--- src/rtl/note_seq_pkg.sv ---
// Shared types, tempo table and note-word encoder for the note sequencer.
package note_seq_pkg;

    typedef enum logic [1:0] {
        ST_IDLE,
        ST_RECORD,
        ST_PLAY
    } seq_state_t;

    localparam int CNT_W         = 27;
    localparam int DEFAULT_GUARD = 10000;

    // Beat periods in 50 MHz cycles, indexed by tempo_sel
    localparam logic [CNT_W-1:0] PERIOD_TABLE [8] = '{
        27'd75000000, 27'd50000000, 27'd37500000, 27'd30000000,
        27'd25000000, 27'd21428571, 27'd16666667, 27'd13636364
    };

    // Upper bounds so the encoder can live here without module parameters
    localparam int STR_MAX    = 16;
    localparam int FRET_MAX   = 16;
    localparam int NOTE_MAX_W = STR_MAX * (FRET_MAX + 1);

    // One-hot-per-string note word: bit s+ns*f for string s on fret f,
    // bit s+ns*nf for string s played open (no fret held).
    function automatic logic [NOTE_MAX_W-1:0] encode(
        input logic [STR_MAX-1:0]  acc_s,
        input logic [FRET_MAX-1:0] acc_f,
        input int                  ns,
        input int                  nf
    );
        logic [NOTE_MAX_W-1:0] word;
        logic [STR_MAX-1:0]    s_sh;
        logic [FRET_MAX-1:0]   f_sh;
        word = '0;
        for (int si = 0; si < STR_MAX; si++) begin
            s_sh = acc_s >> si;
            if (si < ns) begin
                for (int fi = 0; fi < FRET_MAX; fi++) begin
                    f_sh = acc_f >> fi;
                    if (fi < nf)
                        word |= NOTE_MAX_W'(s_sh[0] & f_sh[0]) << (si + ns * fi);
                end
                word |= NOTE_MAX_W'(s_sh[0] & ~|acc_f) << (si + ns * nf);
            end
        end
        return word;
    endfunction

endpackage

--- src/rtl/note_seq_if.sv ---
// Control, press inputs and playback/status outputs of the note sequencer.
interface note_seq_if #(
    parameter int NUM_STRINGS = 5,
    parameter int NUM_FRETS   = 5,
    parameter int ADDR_W      = 6
) ();
    localparam int NOTE_W = NUM_STRINGS * (NUM_FRETS + 1);

    logic [2:0]             tempo_sel;
    logic                   mode;
    logic                   start;
    logic                   stop;
    logic                   loop;
    logic [NUM_STRINGS-1:0] strings;
    logic [NUM_FRETS-1:0]   frets;
    logic [NOTE_W-1:0]      note_out;
    logic                   note_valid;
    logic                   beat_tick;
    logic                   window_open;
    logic                   busy;
    logic                   full;
    logic [ADDR_W:0]        rec_len;

    modport master (
        output tempo_sel, mode, start, stop, loop, strings, frets,
        input  note_out, note_valid, beat_tick, window_open, busy, full, rec_len
    );

    modport slave (
        input  tempo_sel, mode, start, stop, loop, strings, frets,
        output note_out, note_valid, beat_tick, window_open, busy, full, rec_len
    );
endinterface

--- src/rtl/tempo_divider.sv ---
// Beat divider: counts period-1 down to 0, ticks at 0, window open above GUARD.
module tempo_divider
    import note_seq_pkg::*;
#(
    parameter int GUARD      = DEFAULT_GUARD,
    parameter int SIM_PERIOD = 0
) (
    input  logic       clk,
    input  logic       resetn,
    input  logic [2:0] tempo_sel,
    input  logic       reload,
    output logic       beat_tick,
    output logic       window_open
);
    localparam logic [31:0] GUARD_U = GUARD;

    logic [CNT_W-1:0] counter;
    logic [CNT_W-1:0] period;

    // Period source: simulation override or the tempo table
    always_comb begin
        period = (SIM_PERIOD != 0) ? CNT_W'(SIM_PERIOD) : PERIOD_TABLE[tempo_sel];
    end

    // Free-running down counter; tempo is picked up only when it reloads
    always_ff @(posedge clk) begin
        if (!resetn || reload || counter == '0)
            counter <= period - 1'b1;
        else
            counter <= counter - 1'b1;
    end

    assign beat_tick   = (counter == '0);
    assign window_open = ({{(32 - CNT_W){1'b0}}, counter} >= GUARD_U);

endmodule

--- src/rtl/note_sequencer.sv ---
// Beat-quantised note recorder/player: records one encoded word per beat, replays at tempo.
module note_sequencer
    import note_seq_pkg::*;
#(
    parameter int NUM_STRINGS = 5,
    parameter int NUM_FRETS   = 5,
    parameter int DEPTH       = 64,
    parameter int GUARD       = DEFAULT_GUARD,
    parameter int SIM_PERIOD  = 0
) (
    input  logic      clk,
    input  logic      resetn,
    note_seq_if.slave bus
);
    localparam int ADDR_W = (DEPTH > 1) ? $clog2(DEPTH) : 1;
    localparam int NOTE_W = NUM_STRINGS * (NUM_FRETS + 1);

    seq_state_t             state, state_nxt;
    logic                   reload, beat_tick, win_raw, window_open;
    logic                   rec_start, play_start, wr_en, rd_en;
    logic                   last_rd, last_wr;
    logic [ADDR_W-1:0]      addr, addr_inc;
    logic [ADDR_W:0]        rec_len;
    logic                   full;
    logic [NUM_STRINGS-1:0] acc_s;
    logic [NUM_FRETS-1:0]   acc_f;
    logic [NOTE_W-1:0]      wr_word;
    logic [NOTE_W-1:0]      mem [DEPTH];
    logic [NOTE_W-1:0]      note_p1;
    logic                   vld_p1;

    tempo_divider #(
        .GUARD      (GUARD),
        .SIM_PERIOD (SIM_PERIOD)
    ) u_div (
        .clk         (clk),
        .resetn      (resetn),
        .tempo_sel   (bus.tempo_sel),
        .reload      (reload),
        .beat_tick   (beat_tick),
        .window_open (win_raw)
    );

    assign window_open = (state != ST_IDLE) & win_raw;
    assign addr_inc    = (addr == ADDR_W'(DEPTH - 1)) ? '0 : addr + 1'b1;
    assign last_rd     = ({1'b0, addr} == rec_len - 1'b1);
    assign last_wr     = (rec_len == (ADDR_W + 1)'(DEPTH - 1));
    assign wr_word     = NOTE_W'(encode(STR_MAX'(acc_s), FRET_MAX'(acc_f), NUM_STRINGS, NUM_FRETS));

    // State register
    always_ff @(posedge clk) begin
        if (!resetn)
            state <= ST_IDLE;
        else
            state <= state_nxt;
    end

    // Next state and per-cycle strobes; a write on the stop cycle still lands
    always_comb begin
        state_nxt  = state;
        reload     = 1'b0;
        rec_start  = 1'b0;
        play_start = 1'b0;
        wr_en      = 1'b0;
        rd_en      = 1'b0;
        case (state)
            ST_IDLE: begin
                if (bus.start && !bus.mode) begin
                    rec_start = 1'b1;
                    reload    = 1'b1;
                    state_nxt = ST_RECORD;
                end else if (bus.start && bus.mode && rec_len != '0) begin
                    play_start = 1'b1;
                    reload     = 1'b1;
                    state_nxt  = ST_PLAY;
                end
            end
            ST_RECORD: begin
                if (beat_tick) begin
                    wr_en = 1'b1;
                    if (last_wr || bus.stop)
                        state_nxt = ST_IDLE;
                end else if (bus.stop) begin
                    state_nxt = ST_IDLE;
                end
            end
            ST_PLAY: begin
                if (bus.stop) begin
                    state_nxt = ST_IDLE;
                end else if (beat_tick) begin
                    rd_en = 1'b1;
                    if (last_rd && !bus.loop)
                        state_nxt = ST_IDLE;
                end
            end
            default: state_nxt = ST_IDLE;
        endcase
    end

    // Note memory write port, one word per recorded beat
    always_ff @(posedge clk) begin
        if (wr_en)
            mem[addr] <= wr_word;
    end

    // Address, length, accumulators and the registered playback output
    always_ff @(posedge clk) begin
        if (!resetn) begin
            addr    <= '0;
            rec_len <= '0;
            full    <= 1'b0;
            acc_s   <= '0;
            acc_f   <= '0;
            note_p1 <= '0;
            vld_p1  <= 1'b0;
        end else begin
            vld_p1 <= rd_en;
            if (rd_en)
                note_p1 <= mem[addr];
            else if (state != ST_PLAY)
                note_p1 <= '0;

            if (rec_start) begin
                addr    <= '0;
                rec_len <= '0;
                full    <= 1'b0;
                acc_s   <= '0;
                acc_f   <= '0;
            end else if (play_start) begin
                addr <= '0;
            end else if (wr_en) begin
                addr    <= addr_inc;
                rec_len <= (rec_len == (ADDR_W + 1)'(DEPTH)) ? rec_len : rec_len + 1'b1;
                acc_s   <= '0;
                acc_f   <= '0;
                if (last_wr)
                    full <= 1'b1;
            end else if (rd_en) begin
                addr <= last_rd ? '0 : addr_inc;
            end else if (state == ST_RECORD && window_open) begin
                acc_s <= acc_s | bus.strings;
                acc_f <= acc_f | bus.frets;
            end
        end
    end

    assign bus.note_out    = note_p1;
    assign bus.note_valid  = vld_p1;
    assign bus.beat_tick   = beat_tick;
    assign bus.window_open = window_open;
    assign bus.busy        = (state != ST_IDLE);
    assign bus.full        = full;
    assign bus.rec_len     = rec_len;

endmodule
--- src/flat_wrapper.sv ---
// flat-port wrapper written by rule: the top's interface ports become plain ports
module note_sequencer_flat import note_seq_pkg::*;
#(
    parameter int NUM_STRINGS = 5,
    parameter int NUM_FRETS   = 5,
    parameter int DEPTH       = 64,
    parameter int GUARD       = DEFAULT_GUARD,
    parameter int SIM_PERIOD  = 0
)
  (clk, resetn, bus_tempo_sel, bus_mode, bus_start, bus_stop, bus_loop, bus_strings, bus_frets, bus_note_out, bus_note_valid, bus_beat_tick, bus_window_open, bus_busy, bus_full, bus_rec_len);
  note_seq_if #(.NUM_STRINGS(NUM_STRINGS), .NUM_FRETS(NUM_FRETS)) bus_i ();
  input  logic clk;
  input  logic resetn;
  input wire logic [$bits(bus_i.tempo_sel)-1:0] bus_tempo_sel;
  input wire logic [$bits(bus_i.mode)-1:0] bus_mode;
  input wire logic [$bits(bus_i.start)-1:0] bus_start;
  input wire logic [$bits(bus_i.stop)-1:0] bus_stop;
  input wire logic [$bits(bus_i.loop)-1:0] bus_loop;
  input wire logic [$bits(bus_i.strings)-1:0] bus_strings;
  input wire logic [$bits(bus_i.frets)-1:0] bus_frets;
  output wire logic [$bits(bus_i.note_out)-1:0] bus_note_out;
  output wire logic [$bits(bus_i.note_valid)-1:0] bus_note_valid;
  output wire logic [$bits(bus_i.beat_tick)-1:0] bus_beat_tick;
  output wire logic [$bits(bus_i.window_open)-1:0] bus_window_open;
  output wire logic [$bits(bus_i.busy)-1:0] bus_busy;
  output wire logic [$bits(bus_i.full)-1:0] bus_full;
  output wire logic [$bits(bus_i.rec_len)-1:0] bus_rec_len;
  assign bus_i.tempo_sel = bus_tempo_sel;
  assign bus_i.mode = bus_mode;
  assign bus_i.start = bus_start;
  assign bus_i.stop = bus_stop;
  assign bus_i.loop = bus_loop;
  assign bus_i.strings = bus_strings;
  assign bus_i.frets = bus_frets;
  assign bus_note_out = bus_i.note_out;
  assign bus_note_valid = bus_i.note_valid;
  assign bus_beat_tick = bus_i.beat_tick;
  assign bus_window_open = bus_i.window_open;
  assign bus_busy = bus_i.busy;
  assign bus_full = bus_i.full;
  assign bus_rec_len = bus_i.rec_len;
  note_sequencer #(.NUM_STRINGS(NUM_STRINGS), .NUM_FRETS(NUM_FRETS), .DEPTH(DEPTH), .GUARD(GUARD), .SIM_PERIOD(SIM_PERIOD)) u_core (.clk(clk), .resetn(resetn), .bus(bus_i));
endmodule
--- config.mk ---
export PLATFORM = sky130hd
export DESIGN_NAME = note_sequencer_flat
export DESIGN_NICKNAME = d
export VERILOG_FILES = /design/src/rtl/note_seq_pkg.sv /design/src/rtl/note_seq_if.sv /design/src/rtl/tempo_divider.sv /design/src/rtl/note_sequencer.sv /design/src/flat_wrapper.sv
export SDC_FILE = /design/constraint.sdc
export NUM_CORES = 2
export LEC_CHECK = 0
export BUFFER_PORTS_ARGS = -buffer_cell sky130_fd_sc_hd__buf_2
export CORE_MARGIN = 2
export CORE_UTILIZATION = 40
export DETAILED_ROUTE_END_ITERATION = 10
export MAX_ROUTING_LAYER = met4
export PLACE_DENSITY_LB_ADDON = 0.2
export SYNTH_ARGS = -nofsm -noshare
export SYNTH_HDL_FRONTEND = slang
export SYNTH_HIERARCHICAL = 1
export SYNTH_SLANG_ARGS = --single-unit
--- constraint.sdc ---
create_clock -name clk -period 7.3 [get_ports clk]
set_input_delay 0.73 -clock clk [delete_from_list [all_inputs] [get_ports clk]]
set_output_delay 0.73 -clock clk [all_outputs]
set_load 0.01 [all_outputs]
==> flow_summary.toml <==
[cts]
ctsResizeCount = 0
cts.sinks = 2010
clockBufferDepth = 3
clk_pin_slew_ps = 60
cts_buffers = 204
cts_max_level = 4
cts_tree = "yes"
cts_setup_buffers = 0
clkLatencyLatePin_ps = 860
root_buffer = "clkbuf_16"
holdBufCountCts = 0

[run_status]
outcome = "complete, no violations"

[timing]
setup_viol_count_final = 0
period_share = 0.633
finalMaxSlewViolations = 0
max_slew.worst_pin.slew_ps = 1330
slew_headroom = 0.111
fmax_mhz = 217
rsz0062_at_grt = "false"
finalCriticalPeriod_ps = 4620
finalHoldViolCount = 0
clock-skew-final_ps = 51.4
timing.final.ws_setup_ps = 2680
setup_tns_ps = 0

[power]
power_density_nw_per_um2 = 259
ir_drop_uv = 253
power.total_mw = 22.7
p_leak_nw = 30.8

[routing]
first_pass_iters = 5
viasPerCell = 5.89
drt-initial-drc-count = 5092
vias = 38453
drc = 0
wl_per_cell_um = 33.4
ant_nets = 0
wirelength_um = 218000

[die]
pin_count = 61
coreArea_um2 = 193000
die_x_um = 445
die_h_um = 445
initial_core_util = 0.403
die-area_um2 = 198000
num_rows = 161

[critical_path]
crit_path_cell_trace = "nor3_1 -> nand3_1 -> nor3_2 -> buf_4 -> nand3b_1 -> nor2_1 -> nand3_2 -> nor2_4"
path_delay_family = "simple AND/OR/NAND/NOR gates"
cp_slowest_stage_delay_ps = 1110
critPathLaunch = "u_core/u_div/counter[20]"
cp_max_fo = 30
worstSetupPathDepth = 8
slowest_stage = "nor2_4"
required_ps = 7740
startpoint_type = "register"
crit_end = "u_core/mem[54][2]"
worstPathArrival_ps = 5060
crit_buf_inv = 1
r2r-end = "u_core/mem[54][2]"
worstSetupEndpointType = "register"
worstReg2RegStart = "u_core/u_div/counter[20]"
rrSetupSlack_ps = 2680
crit_type = "register to register"
worst_r2r_path_depth = 8

[place]
place_hpwl_um = 129000
place_ws_ps = 2690
post_dp_cell_area_um2 = 81200
io_buffers = 60
place_inst = 6139
place_congestion = 0.893

[synth]
synth-edff-count = 1920
syn_area_um2 = 77700
syn_avg_cell_area_um2 = 21.0
yosysSeqAreaShare = 0.766
async_flop_share = 0
synth_nets = 3727
synth-main-ff-cell = "edfxtp_1"
ys_warn_count = 6
ys_types = 78
syn_inst = 3698
ys_ff_latch = 2010

[layout]
num-fill-cells = 16031
final_common_cell = "edfxtp_1"
syn2layout_area_growth_pct = 12.9
layout_common_cells = "edfxtp_1 (1,920), mux4_2 (464), clkbuf_16 (204)"
nets = 3848
stdcell_area_um2 = 87700
drive_gt1_frac = 0.254
multi_input_area_um2 = 17700
instances_no_fill = 6529
ff_latch_area_um2 = 59500

[global_routing]
antenna_found_initial = 13
grt_usage = 0.226
grt_overflow = 0
first_global_vias = 37309
grt_max_degree = 113
grt_pass1_wl_um = 302000

[flow_run]
cap_violations = 0

[min_path]
hold_class = "input pin to register"
-- registers in the layout (all words and copies together), names as in the netlist, named ones only --
name and flops:
u_core/state 2, u_core/addr 6, u_core/bus.full 1, u_core/mem 1920, u_core/bus.note_valid 1, u_core/acc_f 5, u_core/bus.note_out 30, u_core/bus.rec_len 7
u_core/acc_s 5, u_core/u_div/counter 27
-- cell families (layout without fill, tap and decap cells) --
kind of cell | count (synthesis) | after routing | share of synthesized area
AND/OR/NAND/NOR | 486 | 486 | 0.0318
adder cells (fa/ha/maj) | 10 | 10 | 0.00161
other | 0 | 8 | 0
flip-flops | 2010 | 2010 | 0.766
multiplexers | 557 | 557 | 0.147
XOR/XNOR | 45 | 45 | 0.00527
AO/OA/AOI/OAI | 367 | 367 | 0.0342
buffers and inverters | 223 | 520 | 0.0149
-- worst reg2reg max path, delay by kind of cell (launching register included) --
| family | cells | cell delay [ps] |
|---|---|---|
| simple gates | 7 | 3630 |
| flops | 1 | 340 |
| buf+inv | 1 | 230 |
-- power by group --
group | switching (mW) | internal [mW]
Sequential | 0.0349 | 12.5
Clock | 4.41 | 5.64
Combinational | 0.114 | 0.0548
-- how the worst min path moves through the flow --
stage	from	endpoint	slack (ps)	cells after the start
final	bus_strings[1]	u_core/acc_s[1]	100	3
after global placement	u_core/bus.full	u_core/bus.full	460	2
after detailed placement	u_core/bus.full	u_core/bus.full	460	2
after floorplan	u_core/u_div/counter[0]	u_core/u_div/counter[0]	470	1
after CTS	bus_strings[1]	u_core/acc_s[1]	40	3
after global routing	bus_strings[3]	u_core/acc_s[3]	90	3
-- final cells by class --
class                      instances  share of cell area
antenna                            8            0.000228
sequential                      2010               0.678
multi-input combinational       1465               0.202
inverter                          19            0.000814
clock buffer                     279              0.0626
clock inverter                   103              0.0104
tap                             2526              0.0361
timing repair buffer             119             0.00976
-- per-layer routing --
| layer | GRT usage | vias to the layer above | part of all wire |
|---|---|---|---|
| met5 | - | - | 0 |
| met3 | 0.0449 | 255 | 0.090 |
| met1 | 0.324 | 20763 | 0.43 |
| met2 | 0.330 | 1663 | 0.46 |
| li1 | - | 15772 | - |
| met4 | 0.0624 | 0 | 0.027 |
-- through the flow --
stage	hold slack, ps	util
4_1_cts	39.8	0.455
2_1_floorplan	472	-
3_5_place_dp	461	0.421
3_3_place_gp	460	0.421
5_1_grt	87.6	0.455
6_report	97.7	0.455
-- synth_stat cells (38+ instances only) --
cell type	instances	area, um^2
a21oi_1	51	255
mux4_2	464	10500
and2_1	38	238
mux2i_1	86	861
edfxtp_1	1920	57700
o22ai_1	39	244
buf_2	47	235
a22oi_1	47	353
dfxtp_1	90	1800
clkbuf_1	85	319
o21ai_0	54	270
nor2_1	168	631
nand2_1	79	297
No activity file was read; power rests on OpenSTA's default activity.
